## src/rtl/hazard_pkg.sv

```systemverilog
// ============================================================================
// Module  : hazard_pkg
// Brief   : Shared types and constants for the pipeline hazard controller:
//           FSM state encoding, register-index width, stall-counter width and
//           the register-match helper used by the hazard detectors.
// Revision: 1.0 - initial release
// ============================================================================
`default_nettype none

package hazard_pkg;

    // Architectural register index width (32 GPRs)
    localparam int REG_W = 5;

    // Stall performance counter width
    localparam int CNT_W = 32;

    // Memory-wait FSM
    typedef enum logic [0:0] {
        ST_RUN   = 1'b0,
        ST_MWAIT = 1'b1
    } state_t;

    // A source register collides with the EX destination only when it is a
    // real register; r0 is hard-wired to zero and never creates a dependency.
    function automatic logic reg_match(
        input logic [REG_W-1:0] src,
        input logic [REG_W-1:0] wreg
    );
        return (src != '0) && (src == wreg);
    endfunction

endpackage

`default_nettype wire

```

## src/rtl/sat_counter.sv

```systemverilog
// ============================================================================
// Module  : sat_counter
// Brief   : Up-counter with synchronous clear that sticks at all-ones instead
//           of wrapping.
// Revision: 1.0 - initial release
// ============================================================================
`default_nettype none

module sat_counter
    import hazard_pkg::*;
#(
    parameter int WIDTH = CNT_W
) (
    input  logic             clk,
    input  logic             rst,
    input  logic             i_en,
    output logic [WIDTH-1:0] o_count
);

    logic [WIDTH-1:0] r_count;
    logic             w_sat;

    assign w_sat   = &r_count;
    assign o_count = r_count;

    // Count enabled cycles, clearing on reset and holding once saturated
    always_ff @(posedge clk) begin
        if (rst) begin
            r_count <= '0;
        end else if (i_en && !w_sat) begin
            r_count <= r_count + WIDTH'(1);
        end
    end

endmodule

`default_nettype wire

```

## src/rtl/hazard_ctrl.sv

```systemverilog
// ============================================================================
// Module  : hazard_ctrl
// Brief   : Pipeline hazard controller. Arbitrates data-memory wait states,
//           taken branches, load-use / JR data hazards and unconditional
//           jumps into PC / IF-ID enables, flush and hold controls.
//           Priority: mem stall > branch taken > load-use/JR > J/JR.
//           Optional build macro HAZARD_PERF_CNT_EN adds a saturating count
//           of cycles in which the PC was held; otherwise stall_cycles is 0.
// Revision: 1.0 - initial release
// ============================================================================
`default_nettype none

module hazard_ctrl
    import hazard_pkg::*;
(
    input  logic             clk,
    input  logic             reset,
    input  logic [REG_W-1:0] id_rs,
    input  logic [REG_W-1:0] id_rt,
    input  logic             id_uses_rs,
    input  logic             id_uses_rt,
    input  logic             id_j,
    input  logic             id_jr,
    input  logic             ex_memread,
    input  logic             ex_regwrite,
    input  logic [REG_W-1:0] ex_wreg,
    input  logic             ex_branch_taken,
    input  logic             mem_req,
    input  logic             mem_ready,
    output logic             pc_write,
    output logic             ifid_write,
    output logic             ifid_flush,
    output logic             idex_flush,
    output logic             pipe_hold,
    output logic [CNT_W-1:0] stall_cycles
);

    state_t r_state;
    state_t w_state_next;

    logic w_rs_match;
    logic w_rt_match;
    logic w_load_use;
    logic w_jr_haz;
    logic w_data_haz;
    logic w_jump;
    logic w_mem_stall;

    // Hazard detection against the EX-stage destination
    assign w_rs_match  = reg_match(id_rs, ex_wreg);
    assign w_rt_match  = reg_match(id_rt, ex_wreg);
    assign w_load_use  = ex_memread &&
                         ((id_uses_rs && w_rs_match) || (id_uses_rt && w_rt_match));
    // JR reads its target in ID, so any in-flight producer of rs must drain
    assign w_jr_haz    = id_jr && ex_regwrite && w_rs_match;
    assign w_data_haz  = w_load_use || w_jr_haz;
    assign w_jump      = id_j || (id_jr && !w_jr_haz);

    // A zero-wait access (req and ready together in RUN) does not stall
    assign w_mem_stall = ((r_state == ST_RUN)   && mem_req && !mem_ready) ||
                         ((r_state == ST_MWAIT) && !mem_ready);

    // FSM state register; reset abandons any pending memory wait
    always_ff @(posedge clk) begin
        if (reset) begin
            r_state <= ST_RUN;
        end else begin
            r_state <= w_state_next;
        end
    end

    // Next-state and prioritised pipeline controls
    always_comb begin
        w_state_next = r_state;
        pc_write     = 1'b1;
        ifid_write   = 1'b1;
        ifid_flush   = 1'b0;
        idex_flush   = 1'b0;
        pipe_hold    = 1'b0;

        case (r_state)
            ST_RUN: begin
                if (mem_req && !mem_ready) begin
                    w_state_next = ST_MWAIT;
                end
            end
            ST_MWAIT: begin
                if (mem_ready) begin
                    w_state_next = ST_RUN;
                end
            end
            default: begin
                w_state_next = ST_RUN;
            end
        endcase

        if (reset) begin
            // Keep fetch frozen and both front registers squashed to NOPs
            w_state_next = ST_RUN;
            pc_write     = 1'b0;
            ifid_write   = 1'b0;
            ifid_flush   = 1'b1;
            idex_flush   = 1'b1;
        end else if (w_mem_stall) begin
            // Freeze the whole pipe; nothing may be squashed while frozen
            pc_write     = 1'b0;
            ifid_write   = 1'b0;
            pipe_hold    = 1'b1;
        end else if (ex_branch_taken) begin
            // Redirect fetch and kill the two younger wrong-path instructions
            ifid_flush   = 1'b1;
            idex_flush   = 1'b1;
        end else if (w_data_haz) begin
            // Hold PC and IF/ID, insert one bubble into EX
            pc_write     = 1'b0;
            ifid_write   = 1'b0;
            idex_flush   = 1'b1;
        end else if (w_jump) begin
            // Jump target resolves in ID; drop the sequential fetch
            ifid_flush   = 1'b1;
        end
    end

`ifdef HAZARD_PERF_CNT_EN
    logic w_cnt_en;

    assign w_cnt_en = !reset && !pc_write;

    sat_counter #(
        .WIDTH (CNT_W)
    ) u_stall_cnt (
        .clk     (clk),
        .rst     (reset),
        .i_en    (w_cnt_en),
        .o_count (stall_cycles)
    );
`else
    assign stall_cycles = '0;
`endif

endmodule

`default_nettype wire

```

## config.mk

```make
export PLATFORM = sky130hd
export DESIGN_NAME = hazard_ctrl
export DESIGN_NICKNAME = d
export VERILOG_FILES = /design/src/rtl/hazard_pkg.sv /design/src/rtl/sat_counter.sv /design/src/rtl/hazard_ctrl.sv
export SDC_FILE = /design/constraint.sdc
export NUM_CORES = 1
export LEC_CHECK = 0
export ABC_CLOCK_PERIOD_IN_PS = 4870
export CORE_UTILIZATION = 27
export CTS_CLUSTER_SIZE = 40
export DETAILED_ROUTE_END_ITERATION = 7
export GPL_ROUTABILITY_DRIVEN = 0
export GPL_TIMING_DRIVEN = 1
export PLACE_DENSITY_LB_ADDON = 0.08
export SYNTH_ARGS = -nofsm -noshare
export SYNTH_HDL_FRONTEND = slang
export SYNTH_SLANG_ARGS = --single-unit
```

## constraint.sdc

```tcl
create_clock -name clk -period 4.87 [get_ports clk]
set_input_delay 1.461 -clock clk [delete_from_list [all_inputs] [get_ports clk]]
set_output_delay 1.461 -clock clk [all_outputs]
set_load 0.05 [all_outputs]
```

# Yosys cells after proc, flatten, opt, wreduce, memory -nomap -nowiden

Index checks and enable logic that the tools add are counted.

Equal/unequal tests: 2
Mux-type cells: 18
Bitwise gates (word level): 1
Reductions and logical operators: 20

Operators by type and width:

| cell                               | count |
|---|---|
| 1-bit 2-to-1 mux                   | 17 |
| 1-bit logical AND                  | 12 |
| 5-bit == test                      | 2 |
| 5-bit nonzero test                 | 2 |
| 1-bit logical OR                   | 4 |
| 1-bit logical NOT                  | 2 |
| 1-bit case mux with 2 select lines | 1 |
| 1-bit inverter                     | 1 |

Register bits: 1
Input bits: 26
Output and inout bits: 37
Word-level logic and storage cells: 42

# Longest topological paths before layout

Depth after elaboration: 11
Gate-level depth with buffers: 6
Mapped depth without buffers: 5

# Worst setup path after synthesis

Ideal clock, no wire load.

Path kind: input -> output
From: input id_rs[2]
To: output pc_write
Arrival: 3.200 ns
Data required time: 3.409 ns
Setup slack: 0.209 ns
Stages on the path: 6
Buffers on the path: 1
Path through: nor4_1 -> nor3_1 -> a21oi_1 -> o22ai_2 -> a21oi_1 -> buf_4

Cells in the longest elaborated chain, start to end: 10
Elaborated cells on any way between the ends: 12
Classes of those cells: eq/ne (1); mux (4); reduce/logical (7)

Ends and longest elaborated chain:

| element                                                    | RTL line          | text |
|---|---|---|
| start, declared                                            | hazard_ctrl.sv:18 | `input logic [REG_W-1:0] id_rs,` |
| 5-bit == test / 5-bit nonzero test (equally long branches) | hazard_pkg.sv:30  | `return (src != '0) && (src == wreg);` |
| 1-bit logical AND *                                        | hazard_pkg.sv:30  |  |
| 1-bit logical AND                                          | hazard_ctrl.sv:53 | `((id_uses_rs && w_rs_match) \|\| (id_uses_rt && w_rt_match));` |
| 1-bit logical OR                                           | hazard_ctrl.sv:53 |  |
| 1-bit logical AND                                          | hazard_ctrl.sv:52 | `assign w_load_use = ex_memread &&` |
| 1-bit logical OR *                                         | hazard_ctrl.sv:56 | `assign w_data_haz = w_load_use \|\| w_jr_haz;` |
| 1-bit 2-to-1 mux * (4 in series)                           | --                |  |
| end, declared                                              | hazard_ctrl.sv:30 | `output logic pc_write,` |

Mark *: on every way between the ends. The rest lies on a longest branch, timed or not.

# Worst setup path in the final report

From: input ex_wreg[3]
To: output idex_flush

Cells in the longest elaborated chain, start to end: 10
Elaborated cells on any way between the ends: 14
Classes of those cells: eq/ne (2); mux (4); reduce/logical (8)

Ends and longest elaborated chain:

| element            | RTL line           | text |
|---|---|---|
| start, declared    | hazard_ctrl.sv:26  | `input logic [REG_W-1:0] ex_wreg,` |
| 5-bit == test      | hazard_pkg.sv:30   |  |
| 1-bit logical AND  | hazard_pkg.sv:30   |  |
| 1-bit logical AND  | hazard_ctrl.sv:53  |  |
| 1-bit logical OR   | hazard_ctrl.sv:53  |  |
| 1-bit logical AND  | hazard_ctrl.sv:52  |  |
| 1-bit logical OR * | hazard_ctrl.sv:56  |  |
| 1-bit 2-to-1 mux * | hazard_ctrl.sv:113 | `end else if (w_data_haz) begin` |
| 1-bit 2-to-1 mux * | hazard_ctrl.sv:109 | `end else if (ex_branch_taken) begin` |
| 1-bit 2-to-1 mux * | hazard_ctrl.sv:104 | `end else if (w_mem_stall) begin` |
| 1-bit 2-to-1 mux * | hazard_ctrl.sv:97  | `if (reset) begin` |
| end, declared      | hazard_ctrl.sv:33  | `output logic idex_flush,` |

Marks and branches as above.

==> reports/metrics.csv <==
metric,value,unit
met2 Track Usage GR,17.4,%
sw power,0.0000771,W
area delta synth->final,39.4,%
"Clk Latency, worst-skew pair",0,ns
Final nets,123,
average size of a mapped cell,7.15,um^2
die area,1950,um^2
largest net degree at the start of global routing,6,
combinational share of power,92.3,%
"setup slack, reg-to-reg",4.08,ns
GRT met1 Usage,10.0,%
final setup margin,0.139,ns
initial antenna violation count,0,
part of the cycle the worst path needs,97.1,%
"Hold-fix buffers, CTS",0,
crit path DAT,3.27,ns
global route hottest layer,met2,
Syn. warnings,0,
# resized after CTS,0,
Power Density,173,nW/um^2
vias per std cell,3.78,
Total GRT Usage,8.46,%
most frequent cells in the layout,"conb_1, clkdlybuf4s50_1, xor2_1",
post-route setup TNS,0,ns
Buffers on Ports,30,
ranking of synthesized cells by area,"buf_4, xor2_1, xnor2_1",
"most common cell after layout, fill and taps aside",conb_1,
post-synth top area share,51.7,%
switching share of power,66.8,%
CP max-delay cell,or4_1,
hold depth,2,
first-pass GRT wire length,1330,um
Avg WL per Cell,8.43,um
"slowest stage delay, CP",0.55,ns
skew final,0,ns
Startpoint Class,input port,
"FF+latch count, synth",1,
RSZ-0062 raised after global routing,no,
floorplan row count,14,
max-slew violation count,0,
Hold Crit Class,flop to flop,
Max Cap Viol,0,
drt first pass iters,5,
Internal Power,0.0000383,W
biggest regs,r_state (1),
fmax,211,MHz
Die Span Y,44.1,um
"Req. time, crit path",3.41,ns
Netlist Area Pre-Place,479,um^2
final WL,936,um
clock share of power,0,%
final total power,0.000115,W
max reg flops,1,
Filler cells,165,
Via Count,420,
1st-iter DRT viols,10,
post-route ant nets,0,
critical-path cell list,"clkdlybuf4s50_1, xnor2_1, o2111ai_1, or4_1, o22ai_2, o31a_1, buf_12",
Worst-path clk slew,0,ns
Cells after Synth,67,
Final Hold Slack,0.581,ns
critical path class,input port to output port,
"Hold Vio Cnt, Final",0,
Placement Setup Slack,0.129,ns
Initial Utilization,30.4,%
DR DRC count,0,
CP max FO,3,
biggest area consumer among synthesized cells,buf_4,
share of cells above drive strength 1,6.32,%
sequential area share after synthesis,4.18,%
I/O pin count,63,
minimum clock period,4.73,ns
Yosys cell types,19,
P_leak,0.313,nW
most flop-heavy register,r_state,
outcome,"finished, final reports clean",
core area,1580,um^2
hpwl dp,905,um
met3 Track Usage GR,0.408,%
Max VDD drop,0.0637,mV
R2R depth,2,
Crit. End Element,output port,
ant diodes,0,
postcts setup bufs,0,
GR Overflow Total,0,
Die Span X,44.1,um
Flop pwr share,7.7,%
vias in the first global route,323,
final setup vio count,0,
==> layer usage <==
metal,routed length [um],vias to the layer above
met5,0,-
met3,60,0
met2,517,30
met4,0,0
li1,-,214
met1,358,176
==> power by group through the flow <==
| stage | combinational [W] | sequential, W | clock (W) |
|---|---|---|---|
| after global placement | 0.000107 | 0.00000885 | 0 |
| after detailed placement | 0.000107 | 0.00000888 | 0 |
| after CTS | 0.000107 | 0.00000885 | 0 |
| final | 0.000107 | 0.00000889 | 0 |
| after floorplan | 0.0000959 | 0.00000883 | 0 |
| after global routing | 0.000112 | 0.00000895 | 0 |
==> cell type report <==
type / instances / area (um^2) / area share [%]
inverter: 3 / 11.3 / 1.69
tap: 16 / 20.0 / 3.00
timing repair buffer: 30 / 300 / 44.9
multi-input combinational: 61 / 317 / 47.4
sequential: 1 / 20.0 / 3.00
==> final timing paths <==
| check | start | to |
|---|---|---|
| max | ex_wreg[3] | idex_flush |
| min | r_state | r_state |
| max reg2reg | r_state | r_state |
| min reg2reg | r_state | r_state |
==> stage by stage <==
step / area (um^2) / util [%] / instances
after floorplan: 596 / - / 98
after global routing: 668 / 42.4 / 111
after detailed placement: 668 / 42.4 / 111
after global placement: 668 / 42.4 / 111
after CTS: 668 / 42.4 / 111
final: 668 / 42.4 / 111
==> Yosys cell counts <==
master / instances
o31a_1: 1
xnor2_1: 3
o22ai_2: 1
a21oi_1: 3
dfxtp_1: 1
nor3_1: 2
inv_1: 3
o21bai_1: 1
nor2_1: 4
nand3_1: 1
xor2_1: 5
o2111ai_1: 1
conb_1: 1
a22oi_1: 1
nand2b_1: 1
o21ai_0: 2
nor4_1: 2
or4_1: 1
buf_4: 33
==> critical path, delay by kind of cell <==
kind                   cells  cell delay [ns]
XOR/XNOR                   1             0.13
buffers and inverters      2             0.68
AND/OR/NAND/NOR            1             0.55
AO/OA/AOI/OAI              3             0.45
==> cells by family after synthesis <==
kind of cell           synth area share [%]
AO/OA/AOI/OAI                          14.6
flip-flops                             4.18
other                                 0.783
buffers and inverters                  54.0
XOR/XNOR                               14.6
AND/OR/NAND/NOR                        11.7
Note: power is estimated with default switching activity, not from simulation.
